## src/rtl/main_input_join_if.sv

```systemverilog
// Handshake bundle for main_input_join: four independent input lanes plus
// the aligned output bundle that feeds main's shared ivalid/iready.
interface main_input_join_if #(
  parameter int unsigned STREAMW = 32
);
  logic [STREAMW-1:0] u_stream;
  logic [STREAMW-1:0] v_stream;
  logic [STREAMW-1:0] x_stream;
  logic [STREAMW-1:0] y_stream;
  logic               u_ivalid;
  logic               v_ivalid;
  logic               x_ivalid;
  logic               y_ivalid;
  logic               u_iready;
  logic               v_iready;
  logic               x_iready;
  logic               y_iready;
  logic [STREAMW-1:0] u_out;
  logic [STREAMW-1:0] v_out;
  logic [STREAMW-1:0] x_out;
  logic [STREAMW-1:0] y_out;
  logic               ovalid;
  logic               oready;

  modport master (
    output u_stream, v_stream, x_stream, y_stream,
    output u_ivalid, v_ivalid, x_ivalid, y_ivalid,
    input  u_iready, v_iready, x_iready, y_iready,
    input  u_out, v_out, x_out, y_out, ovalid,
    output oready
  );

  modport slave (
    input  u_stream, v_stream, x_stream, y_stream,
    input  u_ivalid, v_ivalid, x_ivalid, y_ivalid,
    output u_iready, v_iready, x_iready, y_iready,
    output u_out, v_out, x_out, y_out, ovalid,
    input  oready
  );
endinterface

```

## src/rtl/main_input_join.sv

```systemverilog
// Four-lane FWFT input join: releases an aligned u/v/x/y bundle only when all
// lanes hold data. Optional MAIN_INPUT_JOIN_STATS_EN adds a popped-bundle counter.
module main_input_join #(
  parameter int unsigned STREAMW = 32,
  parameter int unsigned DEPTH   = 4
) (
  input  logic                 clk,
  input  logic                 rst,
  main_input_join_if.slave     bus
`ifdef MAIN_INPUT_JOIN_STATS_EN
  ,
  output logic [31:0]          beat_count
`endif
);

  localparam int unsigned LANES = 4;
  localparam int unsigned PW    = $clog2(DEPTH);
  localparam int unsigned CW    = PW + 1;

  logic [LANES-1:0]   lane_valid;
  logic [LANES-1:0]   lane_ready;
  logic [LANES-1:0]   lane_nonempty;
  logic [LANES-1:0]   lane_push;
  logic [STREAMW-1:0] lane_din  [LANES];
  logic [STREAMW-1:0] lane_head [LANES];
  logic               bundle_valid;
  logic               bundle_pop;

  assign lane_valid  = {bus.y_ivalid, bus.x_ivalid, bus.v_ivalid, bus.u_ivalid};
  assign lane_din[0] = bus.u_stream;
  assign lane_din[1] = bus.v_stream;
  assign lane_din[2] = bus.x_stream;
  assign lane_din[3] = bus.y_stream;

  // Ready and valid decode only registered counts, so oready never reaches iready.
  assign bundle_valid = &lane_nonempty;
  assign bundle_pop   = bundle_valid & bus.oready;

  for (genvar k = 0; k < LANES; k++) begin : g_lane
    logic [STREAMW-1:0] mem [DEPTH];
    logic [PW-1:0]      wr_ptr;
    logic [PW-1:0]      rd_ptr;
    logic [CW-1:0]      count;

    assign lane_ready[k]    = (count != CW'(DEPTH));
    assign lane_nonempty[k] = (count != '0);
    assign lane_push[k]     = lane_valid[k] & lane_ready[k];
    assign lane_head[k]     = mem[rd_ptr];

    // Storage is never cleared; stale words are unreachable once pointers reset.
    always_ff @(posedge clk) begin
      if (lane_push[k]) begin
        mem[wr_ptr] <= lane_din[k];
      end
    end

    always_ff @(posedge clk) begin
      if (rst) begin
        wr_ptr <= '0;
        rd_ptr <= '0;
        count  <= '0;
      end else begin
        if (lane_push[k]) begin
          wr_ptr <= wr_ptr + PW'(1);
        end
        if (bundle_pop) begin
          rd_ptr <= rd_ptr + PW'(1);
        end
        if (lane_push[k] && !bundle_pop) begin
          count <= count + CW'(1);
        end else if (!lane_push[k] && bundle_pop) begin
          count <= count - CW'(1);
        end
      end
    end
  end

  assign bus.u_iready = lane_ready[0];
  assign bus.v_iready = lane_ready[1];
  assign bus.x_iready = lane_ready[2];
  assign bus.y_iready = lane_ready[3];

  assign bus.ovalid = bundle_valid;
  assign bus.u_out  = bundle_valid ? lane_head[0] : '0;
  assign bus.v_out  = bundle_valid ? lane_head[1] : '0;
  assign bus.x_out  = bundle_valid ? lane_head[2] : '0;
  assign bus.y_out  = bundle_valid ? lane_head[3] : '0;

`ifdef MAIN_INPUT_JOIN_STATS_EN
  always_ff @(posedge clk) begin
    if (rst) begin
      beat_count <= '0;
    end else if (bundle_pop) begin
      beat_count <= beat_count + 32'(1);
    end
  end
`endif

endmodule
```

## src/flat_wrapper.sv

```systemverilog
// flat-port wrapper written by rule: the top's interface ports become plain ports
module main_input_join_flat 
#(
  parameter int unsigned STREAMW = 32,
  parameter int unsigned DEPTH   = 4
)
  (clk, rst, bus_u_stream, bus_v_stream, bus_x_stream, bus_y_stream, bus_u_ivalid, bus_v_ivalid, bus_x_ivalid, bus_y_ivalid, bus_u_iready, bus_v_iready, bus_x_iready, bus_y_iready, bus_u_out, bus_v_out, bus_x_out, bus_y_out, bus_ovalid, bus_oready);
  main_input_join_if #(.STREAMW(STREAMW)) bus_i ();
  input  logic clk;
  input  logic rst;
  input wire logic [$bits(bus_i.u_stream)-1:0] bus_u_stream;
  input wire logic [$bits(bus_i.v_stream)-1:0] bus_v_stream;
  input wire logic [$bits(bus_i.x_stream)-1:0] bus_x_stream;
  input wire logic [$bits(bus_i.y_stream)-1:0] bus_y_stream;
  input wire logic [$bits(bus_i.u_ivalid)-1:0] bus_u_ivalid;
  input wire logic [$bits(bus_i.v_ivalid)-1:0] bus_v_ivalid;
  input wire logic [$bits(bus_i.x_ivalid)-1:0] bus_x_ivalid;
  input wire logic [$bits(bus_i.y_ivalid)-1:0] bus_y_ivalid;
  output wire logic [$bits(bus_i.u_iready)-1:0] bus_u_iready;
  output wire logic [$bits(bus_i.v_iready)-1:0] bus_v_iready;
  output wire logic [$bits(bus_i.x_iready)-1:0] bus_x_iready;
  output wire logic [$bits(bus_i.y_iready)-1:0] bus_y_iready;
  output wire logic [$bits(bus_i.u_out)-1:0] bus_u_out;
  output wire logic [$bits(bus_i.v_out)-1:0] bus_v_out;
  output wire logic [$bits(bus_i.x_out)-1:0] bus_x_out;
  output wire logic [$bits(bus_i.y_out)-1:0] bus_y_out;
  output wire logic [$bits(bus_i.ovalid)-1:0] bus_ovalid;
  input wire logic [$bits(bus_i.oready)-1:0] bus_oready;
  assign bus_i.u_stream = bus_u_stream;
  assign bus_i.v_stream = bus_v_stream;
  assign bus_i.x_stream = bus_x_stream;
  assign bus_i.y_stream = bus_y_stream;
  assign bus_i.u_ivalid = bus_u_ivalid;
  assign bus_i.v_ivalid = bus_v_ivalid;
  assign bus_i.x_ivalid = bus_x_ivalid;
  assign bus_i.y_ivalid = bus_y_ivalid;
  assign bus_u_iready = bus_i.u_iready;
  assign bus_v_iready = bus_i.v_iready;
  assign bus_x_iready = bus_i.x_iready;
  assign bus_y_iready = bus_i.y_iready;
  assign bus_u_out = bus_i.u_out;
  assign bus_v_out = bus_i.v_out;
  assign bus_x_out = bus_i.x_out;
  assign bus_y_out = bus_i.y_out;
  assign bus_ovalid = bus_i.ovalid;
  assign bus_i.oready = bus_oready;
  main_input_join #(.STREAMW(STREAMW), .DEPTH(DEPTH)) u_core (.clk(clk), .rst(rst), .bus(bus_i));
endmodule
```

## config.mk

```make
export PLATFORM = sky130hd
export DESIGN_NAME = main_input_join_flat
export DESIGN_NICKNAME = d
export VERILOG_FILES = /design/src/rtl/main_input_join_if.sv /design/src/rtl/main_input_join.sv /design/src/flat_wrapper.sv
export SDC_FILE = /design/constraint.sdc
export NUM_CORES = 1
export LEC_CHECK = 0
export BUFFER_PORTS_ARGS = -buffer_cell sky130_fd_sc_hd__buf_2
export CAP_MARGIN = 30
export CELL_PAD_IN_SITES_DETAIL_PLACEMENT = 0
export CELL_PAD_IN_SITES_GLOBAL_PLACEMENT = 2
export CORE_MARGIN = 2
export CORE_UTILIZATION = 47
export DETAILED_ROUTE_END_ITERATION = 10
export PLACE_DENSITY_LB_ADDON = 0.08
export SYNTH_ARGS = -nofsm -noshare
export SYNTH_HDL_FRONTEND = slang
export SYNTH_SLANG_ARGS = --single-unit
```

## constraint.sdc

```tcl
create_clock -name clk -period 4.9 [get_ports clk]
set_input_delay 0.245 -clock clk [delete_from_list [all_inputs] [get_ports clk]]
set_output_delay 0.245 -clock clk [all_outputs]
set_load 0.03 [all_outputs]
```

==> impl_metrics.env <==
export IMPL_place_area_um2=23100
export IMPL_track_usage_pct=18.1
export IMPL_start_kind="flip-flop"
export IMPL_syn_nets=1162
export IMPL_status="completed"
export IMPL_skew_ps=22.3
export IMPL_synth_seq_cells=548
export IMPL_drt_iter0_markers=710
export IMPL_num_io_pins=268
export IMPL_final_cells=2073
export IMPL_wl_per_cell_um=19.9
export IMPL_grt_util_met1_pct=23.4
export IMPL_p_per_area_nw_per_um2=470
export IMPL_wl_mm=41.2
export IMPL_route_vias_total=10631
export IMPL_slowest_delay_ps=750
export IMPL_ys_seq_area_share_pct=76.5
export IMPL_cts_made_buffers=56
export IMPL_dieArea_um2=46500
export IMPL_grt_pass1_vias=11516
export IMPL_dieHeight_um=216
export IMPL_htreeDepth=2
export IMPL_grt_overflow=0
export IMPL_port_buffers=267
export IMPL_synth_edf_count=512
export IMPL_area_delta_synth_final_pct=24.1
export IMPL_use_met3_pct=4.13
export IMPL_dp_cells=1842
export IMPL_max_freq_mhz=282
export IMPL_setup_slack_ps=1360
export IMPL_cts_post_setup_buffers_inserted=0
export IMPL_required_ps=4660
export IMPL_busiest_layer="met2"
export IMPL_clk_latency_ps=600
export IMPL_yosysMostFrequentCell="edfxtp_1"
export IMPL_drv_slew=0
export IMPL_cts_sinks=548
export IMPL_grt_pass1_wl_mm=64.6
export IMPL_final_nets=1595
export IMPL_synth_async_reset_ratio_pct=0
export IMPL_power_leakage_nw=9.24
export IMPL_drc=0
export IMPL_fin_area_um2=26100
export IMPL_final_period_utilization_pct=72.3
export IMPL_synth_main_ff_cell="edfxtp_1"
export IMPL_crit_fanout=46
export IMPL_clockRootBuffer="clkbuf_16"
export IMPL_row_count=77
export IMPL_yosys_top_cells_count="edfxtp_1 (512), and2_1 (144), mux4_2 (128)"
export IMPL_syn_avg_cell_area_um2=21.0
export IMPL_antenna_found_initial=5
export IMPL_start_util_pct=47.6
export IMPL_slew_headroom_pct=40.5
export IMPL_cts_buffer_depth=3
export IMPL_synth_top_cell_by_area="edfxtp_1"
export IMPL_tightest_slew_ps=893
export IMPL_crit_arrival_ps=3300
export IMPL_syn_area_um2=21000
export IMPL_clk_pin_slew_ps=60
export IMPL_final_setup_viol_count=0
export IMPL_gp_congestion=0.742
export IMPL_yosys_warnings=0
export IMPL_hold_viol=0
export IMPL_via_per_inst=5.13
export IMPL_worstSetupPathType="reg -> out"
export IMPL_cts_tree="yes"
export IMPL_min_path_type="in -> reg"
export IMPL_setup_tns_ps=0
export IMPL_maxCapViolations=0
export IMPL_diodes=0
export IMPL_synthCells=1003
export IMPL_drive_gt1_share_pct=33.6
export IMPL_grt_max_degree=47
export IMPL_synthTopCellsByArea="edfxtp_1 (73%), mux4_2 (14%), and2_1 (4.3%)"
export IMPL_dp_slack_ps=1470
export IMPL_cp_slowest_cell="or4_1"
export IMPL_synth_cell_types=23
export IMPL_path_cells="nor3_1 > or4_1 > clkinv_2 > buf_4 > and2_1 > buf_2"
export IMPL_antenna_left=0
export IMPL_grt_setup_unrepaired="false"
export IMPL_fin_crit_ps=3540
export IMPL_firstDrtPassIters=4
export IMPL_ir_worst_vdd_mv=0.331
export IMPL_core_area_um2=44200
export IMPL_grtUsageMet2_pct=30.9
export IMPL_crit_path_end_kind="output port"
export IMPL_die_width_um=216
export IMPL_dp_final_hpwl_mm=24.1
export IMPL_netlist_area_leader_share_pct=73.1
-- metrics by stage --
stage / total power, mW / utilization, % / hold WS [ps]
floorplan: 7.66 / - / 314
finish: 12.3 / 59.0 / 82.1
detailed placement: 8.43 / 52.3 / 462
CTS: 12.5 / 59.0 / 46.8
global placement: 8.39 / 52.3 / 457
global route: 12.9 / 59.0 / 108
-- logic make-up (layout without fill, tap and decap cells) --
| logic type | count (synthesis) | in the layout | synth area share, % |
|---|---|---|---|
| flops | 548 | 548 | 76.5 |
| simple gates | 190 | 190 | 5.29 |
| mux | 136 | 136 | 14.1 |
| buf+inv | 61 | 539 | 1.20 |
| compound gates | 32 | 32 | 0.809 |
| fa+ha+maj | 24 | 24 | 1.57 |
| xor+xnor | 12 | 12 | 0.500 |
-- flip-flops by register name (all words and copies together) (netlist names), named ones only --
register,cells
u_core.g_lane.count,12
u_core.g_lane.rd_ptr,8
u_core.g_lane.wr_ptr,8
u_core.g_lane.mem,512
-- placed cells by master, fill, tap and decap left out, drive strengths merged, types with 8 or more instances in the layout --
cell	instances
xor2	8
buf	294
clkbuf	88
mux2i	8
mux4	128
o21ai	12
a21oi	16
ha	20
edfxtp	512
dlygate4sd3	128
dfxtp	36
nor2	20
clkinv	13
nand2	9
or3	12
inv	15
and2	144
-- final cells by class --
| cell class | count | area (µm²) |
|---|---|---|
| clock inverters | 15 | 98.8 |
| well taps | 592 | 741 |
| multi-input cells | 394 | 4680 |
| clock buffers | 88 | 1590 |
| flip-flops and latches | 548 | 16100 |
| repair buffers | 422 | 2830 |
| fillers | 3324 | 18100 |
| inverters | 14 | 53.8 |
-- where the power goes --
part           leakage (nW)  switching [mW]  internal, mW
logic                  3.42            1.39         0.939
clock network         0.823            1.65          2.27
registers              4.99           0.215          5.80
total                  9.24            3.26          9.00
-- critical path: cells and delay by family, from the launching register on --
kind / cells / cell delay (ps)
buffers and inverters: 3 / 1170
DFF: 1 / 410
and+or+nand+nor: 3 / 1070
-- repair_timing --
item                       in CTS  in global routing
resized for setup               0                  0
setup endpoints to repair       0                  0
hold endpoints to repair      512                  0
hold buffers                  128                  0
-- final timing paths --
kind	to	startpoint	slack, ps	cells after the start
min reg2reg	flip-flop	u_core.g_lane[3].rd_ptr[1]	490	2
min	flip-flop	bus_oready	80	4
max	bus_x_out[23]	u_core.g_lane[1].count[0]	1360	6
max reg2reg	u_core.g_lane[3].count[2]	u_core.g_lane[0].count[0]	1620	10
-- metal layers --
metal	share of wire, %	up-vias	wire [µm]
li1	-	4861	-
met1	42	5469	17200
met2	51	221	20900
met3	5.3	70	2190
met4	1.9	10	787
met5	0.17	-	71
(Power assumes the default switching activity.)
